--- config.mk ---
export PLATFORM = sky130hd
export DESIGN_NAME = clock_freq_sampler
export DESIGN_NICKNAME = d
export VERILOG_FILES = /design/src/rtl/clock_freq_sampler.sv
export SDC_FILE = /design/constraint.sdc
export NUM_CORES = 1
export LEC_CHECK = 0
export ABC_AREA = 0
export BUFFER_PORTS_ARGS = -buffer_cell sky130_fd_sc_hd__buf_2
export CAP_MARGIN = 15
export CORE_ASPECT_RATIO = 2
export CORE_MARGIN = 2
export CORE_UTILIZATION = 44
export CTS_CLUSTER_DIAMETER = 120
export DETAILED_ROUTE_END_ITERATION = 10
export SYNTH_ARGS = -nofsm -noshare
export SYNTH_HDL_FRONTEND = slang
export SYNTH_SLANG_ARGS = --single-unit
--- constraint.sdc ---
create_clock -name clk -period 2.3 [get_ports clk]
set_clock_uncertainty 0.05 [all_clocks]
set_input_delay 0.46 -clock clk [delete_from_list [all_inputs] [get_ports clk]]
set_output_delay 0.46 -clock clk [all_outputs]
set_load 0.01 [all_outputs]
--- src/rtl/clock_freq_sampler.sv ---
// Gated-window measurement controller for an external cross-clock cycle counter.
// Clears the counter, enables it for a programmed number of clk cycles, then captures the count.
module clock_freq_sampler #(
  parameter int unsigned COUNTER_WIDTH = 16,
  parameter int unsigned WINDOW_WIDTH  = 16,
  parameter int unsigned SETTLE_CYCLES = 16
) (
  input  logic                     clk,
  input  logic                     reset,
  input  logic                     start,
  input  logic [WINDOW_WIDTH-1:0]  window_cycles,
  output logic                     busy,
  output logic                     cnt_reset,
  output logic                     cnt_enable,
  input  logic [COUNTER_WIDTH-1:0] cnt_value,
  output logic                     result_valid,
  output logic [COUNTER_WIDTH-1:0] result_count,
  output logic                     result_overflow
);

  localparam int unsigned SettleBits = $clog2(SETTLE_CYCLES + 1);
  localparam int unsigned TimerWidth = (SettleBits > WINDOW_WIDTH) ? SettleBits : WINDOW_WIDTH;
  localparam logic [TimerWidth-1:0] SettleLoad = TimerWidth'(SETTLE_CYCLES - 1);

  typedef enum logic [2:0] {StIdle, StClear, StRun, StSettle, StDone} state_e;

  state_e                   state_q;
  logic [TimerWidth-1:0]    timer_q;
  logic [WINDOW_WIDTH-1:0]  win_q;
  logic [COUNTER_WIDTH-1:0] prev_q;
  logic                     ovf_q;
  logic                     wrap;
  logic                     timer_done;

  // A sample lower than the previous one means the counter wrapped since the last cycle.
  assign wrap       = (cnt_value < prev_q);
  assign timer_done = (timer_q == '0);

  always_ff @(posedge clk) begin
    if (reset) begin
      state_q         <= StIdle;
      timer_q         <= '0;
      win_q           <= '0;
      prev_q          <= '0;
      ovf_q           <= 1'b0;
      busy            <= 1'b0;
      cnt_reset       <= 1'b1;
      cnt_enable      <= 1'b0;
      result_valid    <= 1'b0;
      result_count    <= '0;
      result_overflow <= 1'b0;
    end else begin
      unique case (state_q)
        StIdle, StDone: begin
          if (start) begin
            win_q           <= window_cycles;
            result_valid    <= 1'b0;
            result_count    <= '0;
            result_overflow <= 1'b0;
            ovf_q           <= 1'b0;
            timer_q         <= SettleLoad;
            busy            <= 1'b1;
            cnt_reset       <= 1'b1;
            cnt_enable      <= 1'b0;
            state_q         <= StClear;
          end
        end
        StClear: begin
          if (timer_done) begin
            prev_q    <= '0;
            cnt_reset <= 1'b0;
            if (win_q == '0) begin
              timer_q    <= SettleLoad;
              cnt_enable <= 1'b0;
              state_q    <= StSettle;
            end else begin
              timer_q    <= TimerWidth'(win_q) - TimerWidth'(1);
              cnt_enable <= 1'b1;
              state_q    <= StRun;
            end
          end else begin
            timer_q <= timer_q - 1'b1;
          end
        end
        StRun: begin
          prev_q <= cnt_value;
          if (wrap) ovf_q <= 1'b1;
          if (timer_done) begin
            timer_q    <= SettleLoad;
            cnt_enable <= 1'b0;
            state_q    <= StSettle;
          end else begin
            timer_q <= timer_q - 1'b1;
          end
        end
        StSettle: begin
          prev_q <= cnt_value;
          if (wrap) ovf_q <= 1'b1;
          if (timer_done) begin
            result_valid    <= 1'b1;
            result_count    <= cnt_value;
            result_overflow <= ovf_q | wrap;
            busy            <= 1'b0;
            state_q         <= StDone;
          end else begin
            timer_q <= timer_q - 1'b1;
          end
        end
        default: state_q <= StIdle;
      endcase
    end
  end

endmodule

=== Yosys cells after proc, flatten, opt, wreduce, memory -nomap -nowiden ===
Cells that the tools add are included.
W data, S select, Z words.

* Register bits after elaboration: 73
* Bits of input ports: 35
* Output and inout port bits: 21
* Logic and storage cells: 75

* $add $sub $neg: 2
* $lt $le $gt $ge: 1
* Equality and inequality tests: 10
* Muxes and demuxes: 31
* Bitwise operators: 1
* Reduce and logical (&&, ||, !) cells: 19

{| class="wikitable"
|+ Operators with widths
! kind !! number
|-
| $mux W16 || 8
|-
| $pmux W16 S2 || 2
|-
| $pmux W16 S4 || 1
|-
| $logic_not A16 Y1 || 2
|-
| $sub A16 B1 Y16 const B || 2
|-
| $lt A16 B16 Y1 || 1
|-
| $mux W3 || 4
|-
| $pmux W3 S4 || 1
|-
| $reduce_and A3 Y1 || 4
|-
| $ne A2 B2 Y1 const B || 5
|-
| $pmux W1 S2 || 5
|-
| $mux W1 || 9
|-
| $reduce_and A4 Y1 || 2
|-
| $reduce_bool A2 Y1 || 4
|-
| $eq A3 B2 Y1 const B || 2
|-
| $reduce_and A2 Y1 || 2
|-
| $reduce_bool A4 Y1 || 1
|-
| $reduce_or A2 Y1 || 2
|-
| $eq A3 B1 Y1 const B || 1
|-
| $eq A3 B3 Y1 const B || 1
|-
| $logic_not A3 Y1 || 1
|-
| $pmux W1 S3 || 1
|-
| $reduce_bool A3 Y1 || 1
|-
| $ne A2 B1 Y1 const B || 1
|-
| $or A1 B1 Y1 || 1
|}

=== Depth between registers and ports, before layout ===
Gate-level depths: netlist of run 1.

* Word-level depth: 4
* Depth in mapped cells: 9
* Gate-level depth less buffers: 7

=== Least setup slack after synthesis of run 1 ===
OpenSTA, ideal clock, no wires.

* Kind: register -> register
* From: register timer_q[0]
* To: register timer_q[14]
* Arrival: 1.730 ns
* Required time: 2.155 ns
* Setup slack: 0.424 ns
* Cell stages (with the launch flop): 8
* Buffers on the path: 0
* Path through: dfxtp_1 > inv_1 > ha_1 > nor3b_1 > nand4b_1 > or2_2 > or3_1 > o311ai_1

* Cells in the longest elaborated chain, start to end: 3
* Elaborated cells on any way between the ends: 8
* Those cells by class: 1 x add/sub; 1 x eq/ne; 4 x mux; 2 x reduce/logical

{| class="wikitable"
|+ RTL lines
! element !! RTL line !! source
|-
| from (decl) || 28 || <nowiki>logic [TimerWidth-1:0] timer_q;</nowiki>
|-
| from (signal assigned) || 61 || <nowiki>timer_q <= SettleLoad;</nowiki>
|-
| from (signal assigned) || 73 || <nowiki>timer_q <= SettleLoad;</nowiki>
|-
| from (signal assigned) || 77 || <nowiki>timer_q <= TimerWidth'(win_q) - TimerWidth'(1);</nowiki>
|-
| $sub A16 B1 Y16 or $logic_not A16 Y1 (tied branches) || - ||
|-
| $mux W16 (tied with other cells) || 99 || <nowiki>if (timer_done) begin</nowiki>
|-
| $pmux W16 S4 or $reduce_and A3 Y1 (tied branches) || - ||
|}

Parallel ways exist; a longest one is shown, timed or not. The select of a mux whose other input is x is not followed.
A chain may end at the register's enable or synchronous reset.

=== Final worst setup path of run 1 ===
Ends and elaborated chain as after synthesis.

==> results of run 1 <==
-- registers in the layout (all words and copies together), names as in the netlist --
name             count
busy                 1
cnt_enable           1
cnt_reset            1
ovf_q                1
prev_q              16
result_count        16
result_overflow      1
result_valid         1
state_q              3
timer_q             16
win_q               16
-- synth_stat cells, types with 11 or more instances --
cell type | number | share of area
o21ai_0 | 16 | 0.020
nor3_1 | 11 | 0.014
nand3_1 | 22 | 0.028
nand2_1 | 68 | 0.065
dfxtp_1 | 73 | 0.37
inv_1 | 20 | 0.019
ha_1 | 18 | 0.057
clkbuf_1 | 12 | 0.011
a21oi_1 | 44 | 0.056
a22o_1 | 16 | 0.036
nor2_1 | 22 | 0.021
-- cell type report --
class / instances / share of cell area
sequential: 73 / 0.3101
clock inverter: 5 / 0.006904
inverter: 20 / 0.01593
multi-input combinational: 347 / 0.4798
timing repair buffer: 84 / 0.1099
clock buffer: 10 / 0.05072
tap: 100 / 0.02655
-- routing by layer --
metal / vias to the layer above / part of all wire
li1: 1830 / -
met1: 1735 / 0.35
met2: 123 / 0.55
met3: 42 / 0.039
met4: 0 / 0.058
met5: - / 0
-- power groups by stage --
stage | logic [W] | clock network (W) | registers (W)
finish | 0.00333 | 0.00129 | 0.00194
global route | 0.00361 | 0.00137 | 0.00200
CTS | 0.00331 | 0.00131 | 0.00194
detailed placement | 0.00330 | 0 | 0.00196
global placement | 0.00323 | 0 | 0.00195
floorplan | 0.00225 | 0 | 0.00183
-- worst paths after layout --
path | endpoint | slack [ns] | cells past startpoint
hold / removal | win_q[9]$_SDFFE_PP0P_ | 0.31 | 3
hold reg to reg | cnt_reset$_SDFFE_PP1P_ | 0.39 | 2
setup / recovery | timer_q[14]$_SDFFE_PP0P_ | 0.12 | 8
setup reg to reg | timer_q[14]$_SDFFE_PP0P_ | 0.12 | 8
-- logic make-up (layout without fill, tap and decap cells) --
group,count (synthesis),in the layout,synth area share
AOI/OAI and AO/OA,125,125,0.2163
and+or+nand+nor,187,187,0.2619
buffers and inverters,47,119,0.05352
xor gates and xnor gates,15,15,0.03345
adders and majority gates,19,19,0.06021
muxes,1,1,0.002549
DFF,73,73,0.3721
-- tightest hold or removal path, stage by stage --
cell,delay (ns)
buf_2,0.09
nand2_1,0.04
a21oi_1,0.05
-- per-stage QoR --
stage	utilization	hold slack (ns)	power, W
floorplan	-	0.3757	0.004084
global placement	0.5135	0.3778	0.005179
detailed placement	0.5135	0.3858	0.005260
CTS	0.5449	0.2988	0.006567
global route	0.5449	0.3026	0.006984
finish	0.5449	0.3072	0.006565
==> impl_metrics.toml, run 1 <==
[status]
status = "finished clean"

[finish]
layout_common_cells = "dfxtp_1 (73), nand2_1 (68), buf_2 (55)"
diodes = 0
multiInputGateArea_sq_um = 2261
regArea_sq_um = 1461
nFillCells = 859
design_area_sq_um = 4712
synthToLayoutAreaGrowth_pct = 19.97
layout_commonest_cell = "dfxtp_1"
final_cells = 639
fin_nets = 588
layout-drive-gt1-share = 0.2245

[placed_design]
dpl.hpwl_um = 8856
io_buffers = 55
dp_slack_ns = 0.1618
post-place-cells = 624
place_area_sq_um = 4441
place_congestion = 0.8760

[floorplanning]
die_y_um = 137.6
initial_utilization = 0.4541
die_w_um = 70.81
dieArea_sq_um = 9743
num_rows = 48
core_sq_um = 8648
ioPinCount = 56

[setup_path]
crit_required_ns = 2.49
critPathMaxFanout = 5
cp-end-kind = "register"
arrival_ns = 2.38
path_class = "register to register"
critPathTopFamily = "simple AND/OR/NAND/NOR gates"
startpoint_type = "register"
critPathBufInv = 2
cp-startpoint = "timer_q[0]$_SDFFE_PP0P_"
crit_chain = "inv_1 > ha_1 > nor3b_1 > buf_4 > nand4b_1 > or2_2 > or3_1 > o311ai_1"
critical_path.slowest_cell = "or2_2"
timing.rr.start = "timer_q[0]$_SDFFE_PP0P_"
cp_slowest_stage_delay_ns = 0.37

[global_routing]
grt_max_degree = 34
grt_busiest_layer = "met2"
use_met1 = 0.2308
grt_usage = 0.2467
grt_pass1_wl_um = 18460
grt_pass1_vias = 3775
use_met3 = 0.04316
overflow = 0
antenna_found_initial = 0
grt_use_met2 = 0.4751

[drt]
first_pass_iters = 6
totalWireLength_um = 11520
ant_nets = 0
drcViolationCount = 0
drt-vias-per-instance = 5.837
drtIter0Drc = 248
wl_per_cell_um = 18.02
vias = 3730

[clocking]
cts_tree = "yes"
insertion_delay_ns = 0.34
cts_buffers = 9
clockRootBuffer = "clkbuf_16"
cts_setup_buffers = 0
ctsHtreeMaxLevel = 3
hold_buffers = 0
cts_resized = 0
cts.sinks = 73
clk_path_buf_depth = 2
clkSlewWorstSetupHoldPaths_ns = 0.06

[hold_path]
hp-start = "window_cycles[9]"
hold_class = "input pin to register"

[pwr]
leakage_nw = 1.855
sequentialPowerShare = 0.296
power_frac_comb = 0.507
switching_share = 0.4366
clkPwrFrac = 0.197
p_per_area_nw_per_um2 = 1393
power_switching_w = 0.002866
ir_drop_uv = 555.0
power.internal_w = 0.003699

[logic_synthesis]
yosysWarnings = 0
synthFlopType = "dfxtp_1"
ys_seq_elements = 73
synth_area_per_cell_sq_um = 8.410
ys_types = 67
syn_nets = 520
async_flop_share = 0
syn_area_sq_um = 3928
synth_edf_count = 0
yosysSeqAreaShare = 0.3721
synthCells = 467

[timing]
post-route-period-util = 0.9487
setup_viol = 0
finalSetupTns_ns = 0
final-hold-violation-count = 0
min_period_ns = 2.182
rsz0062_at_grt = "false"
slew_headroom = 0.5707
tightestPinTransition_ns = 0.6412
setup_ws_ns = 0.1181
max_freq_mhz = 458.3
slew_violations = 0

[flow_run]
cap_viol_max_count = 0
No activity file was read; power rests on OpenSTA's default activity.
==> run 2: changes to the inputs <==
--- a/config.mk
+++ b/config.mk
@@ -6,13 +6,13 @@
 export NUM_CORES = 1
 export LEC_CHECK = 0
 export ABC_AREA = 0
-export BUFFER_PORTS_ARGS = -buffer_cell sky130_fd_sc_hd__buf_2
 export CAP_MARGIN = 15
 export CORE_ASPECT_RATIO = 2
 export CORE_MARGIN = 2
 export CORE_UTILIZATION = 44
 export CTS_CLUSTER_DIAMETER = 120
 export DETAILED_ROUTE_END_ITERATION = 10
+export DONT_BUFFER_PORTS = 1
 export SYNTH_ARGS = -nofsm -noshare
 export SYNTH_HDL_FRONTEND = slang
 export SYNTH_SLANG_ARGS = --single-unit
==> impl_metrics.toml, run 2 (same netlist as run 1, synthesis figures left out) <==
[setup_path]
crit_required_ns = 2.45
critPathMaxFanout = 10
crit_chain = "inv_1 > ha_1 > nor3b_1 > buf_4 > nor3b_2 > nand3_1 > buf_4 > nand2_2 > o221ai_1"
path_class = "register to register"
rrSetupSlack_ns = 0.12
reg2reg_to = "timer_q[13]$_SDFFE_PP0P_"
worstSetupEndpoint = "timer_q[13]$_SDFFE_PP0P_"
cp-startpoint = "win_q[1]$_SDFFE_PP0P_"
startpoint_type = "register"
critPathBufInv = 3
cp_slowest_stage_delay_ns = 0.34
r2r.worst_path.cells = 9
arrival_ns = 2.32
cp.depth = 9
crit_path_frequent_cell = "buf_4"
critPathTopFamily = "simple AND/OR/NAND/NOR gates"
critical_path.slowest_cell = "dfxtp_1"
timing.rr.start = "win_q[1]$_SDFFE_PP0P_"
cp-end-kind = "register"

[clocking]
clockRootBuffer = "clkbuf_16"
clk_path_buf_depth = 2
cts_buffers = 9
insertion_delay_ns = 0.33
ctsHtreeMaxLevel = 3
cts.sinks = 73
clkSlewWorstSetupHoldPaths_ns = 0.06
cts_resized = 0
hold_buffers = 0
cts_setup_buffers = 0
cts_tree = "yes"

[floorplanning]
die_w_um = 70.81
dieArea_sq_um = 9743
initial_utilization = 0.4541
num_rows = 48
die_y_um = 137.6
core_sq_um = 8648
ioPinCount = 56

[timing]
rsz0062_at_grt = "false"
final-hold-violation-count = 0
max_freq_mhz = 459.6
slew_violations = 0
tightestPinTransition_ns = 0.4649
post-route-period-util = 0.9459
slew_headroom = 0.6875
hold_slack_ns = 0.1594
setup_viol = 0
finalSetupTns_ns = 0
min_period_ns = 2.176

[pwr]
p_per_area_nw_per_um2 = 1448
leakage_nw = 1.604
ir_drop_uv = 660.2
power_w = 0.006402

[finish]
synthToLayoutAreaGrowth_pct = 12.58
layout_commonest_cell = "dfxtp_1"
final_cells = 581
design_area_sq_um = 4422
layout_common_cells = "dfxtp_1 (73), nand2_1 (68), a21oi_1 (44)"
layout-drive-gt1-share = 0.1289
nFillCells = 869
fin_nets = 529
diodes = 0

[flow_run]
cap_viol_max_count = 0

[global_routing]
overflow = 0
grt_max_degree = 54
antenna_found_initial = 0
grt_pass1_vias = 3529
grt_pass1_wl_um = 17440
grt_usage = 0.2325

[drt]
drt-vias-per-instance = 5.995
vias = 3483
first_pass_iters = 4
totalWireLength_um = 10940
drcViolationCount = 0
drtIter0Drc = 201
ant_nets = 0
wl_per_cell_um = 18.83

[status]
status = "finished clean"

[placed_design]
io_buffers = 0
place_congestion = 0.9604
dpl.hpwl_um = 8403
post-place-cells = 565
place_area_sq_um = 4148

[hold_path]
hold-path-cell-count = 1
hold_class = "input pin to register"
run 2: routing by layer:
layer / vias up / share of wire / global-route usage
met5: - / 0 / 0
met4: 0 / 0.050 / 0.1394
met3: 38 / 0.035 / 0.04023
met2: 97 / 0.56 / 0.4538
met1: 1634 / 0.35 / 0.2176
li1: 1714 / - / -
run 2: through the flow:
step | setup WS [ns] | util
3_5_place_dp | 0.1050 | 0.4796
3_3_place_gp | 0.1476 | 0.4796
4_1_cts | 0.09777 | 0.5113
2_1_floorplan | 0.4243 | -
6_report | 0.1243 | 0.5113
5_1_grt | 0.05240 | 0.5113
run 2: area by class of cell:
type / instances / area [sq um] / area share
Clock buffer: 11 / 242.7 / 0.05490
Clock inverter: 5 / 31.28 / 0.007074
Inverter: 20 / 75.07 / 0.01698
Multi-Input combinational cell: 347 / 2261 / 0.5113
Sequential cell: 73 / 1461 / 0.3305
Tap cell: 100 / 125.1 / 0.02830
Timing Repair Buffer: 25 / 225.2 / 0.05093
run 2: worst min-delay path by stage:
stage	startpoint	end	slack, ns
after floorplan	ovf_q$_SDFFE_PP0P_	ovf_q$_SDFFE_PP0P_	0.38
after global placement	ovf_q$_SDFFE_PP0P_	ovf_q$_SDFFE_PP0P_	0.40
after detailed placement	prev_q[15]$_SDFFE_PP0P_	prev_q[15]$_SDFFE_PP0P_	0.42
after CTS	reset	state_q[2]$_SDFFE_PP0P_	0.14
after global routing	reset	result_overflow$_SDFFE_PP0P_	0.15
final	reset	state_q[2]$_SDFFE_PP0P_	0.16
run 2: power by group:
part / internal (W) / switching (W) / leakage [nW]
sequential: 0.00155 / 0.000384 / 0.593
combinational: 0.00135 / 0.00183 / 0.875
clock: 0.000756 / 0.000534 / 0.135
total: 0.00366 / 0.00275 / 1.60
run 2: worst register-to-register path, delay by kind of cell, from the launching register on:
kind | cells | cell delay (ns)
buffers and inverters | 3 | 0.45
AO/OA/AOI/OAI | 1 | 0.15
adder cells (fa/ha/maj) | 1 | 0.17
flip-flops | 1 | 0.34
AND/OR/NAND/NOR | 4 | 0.89
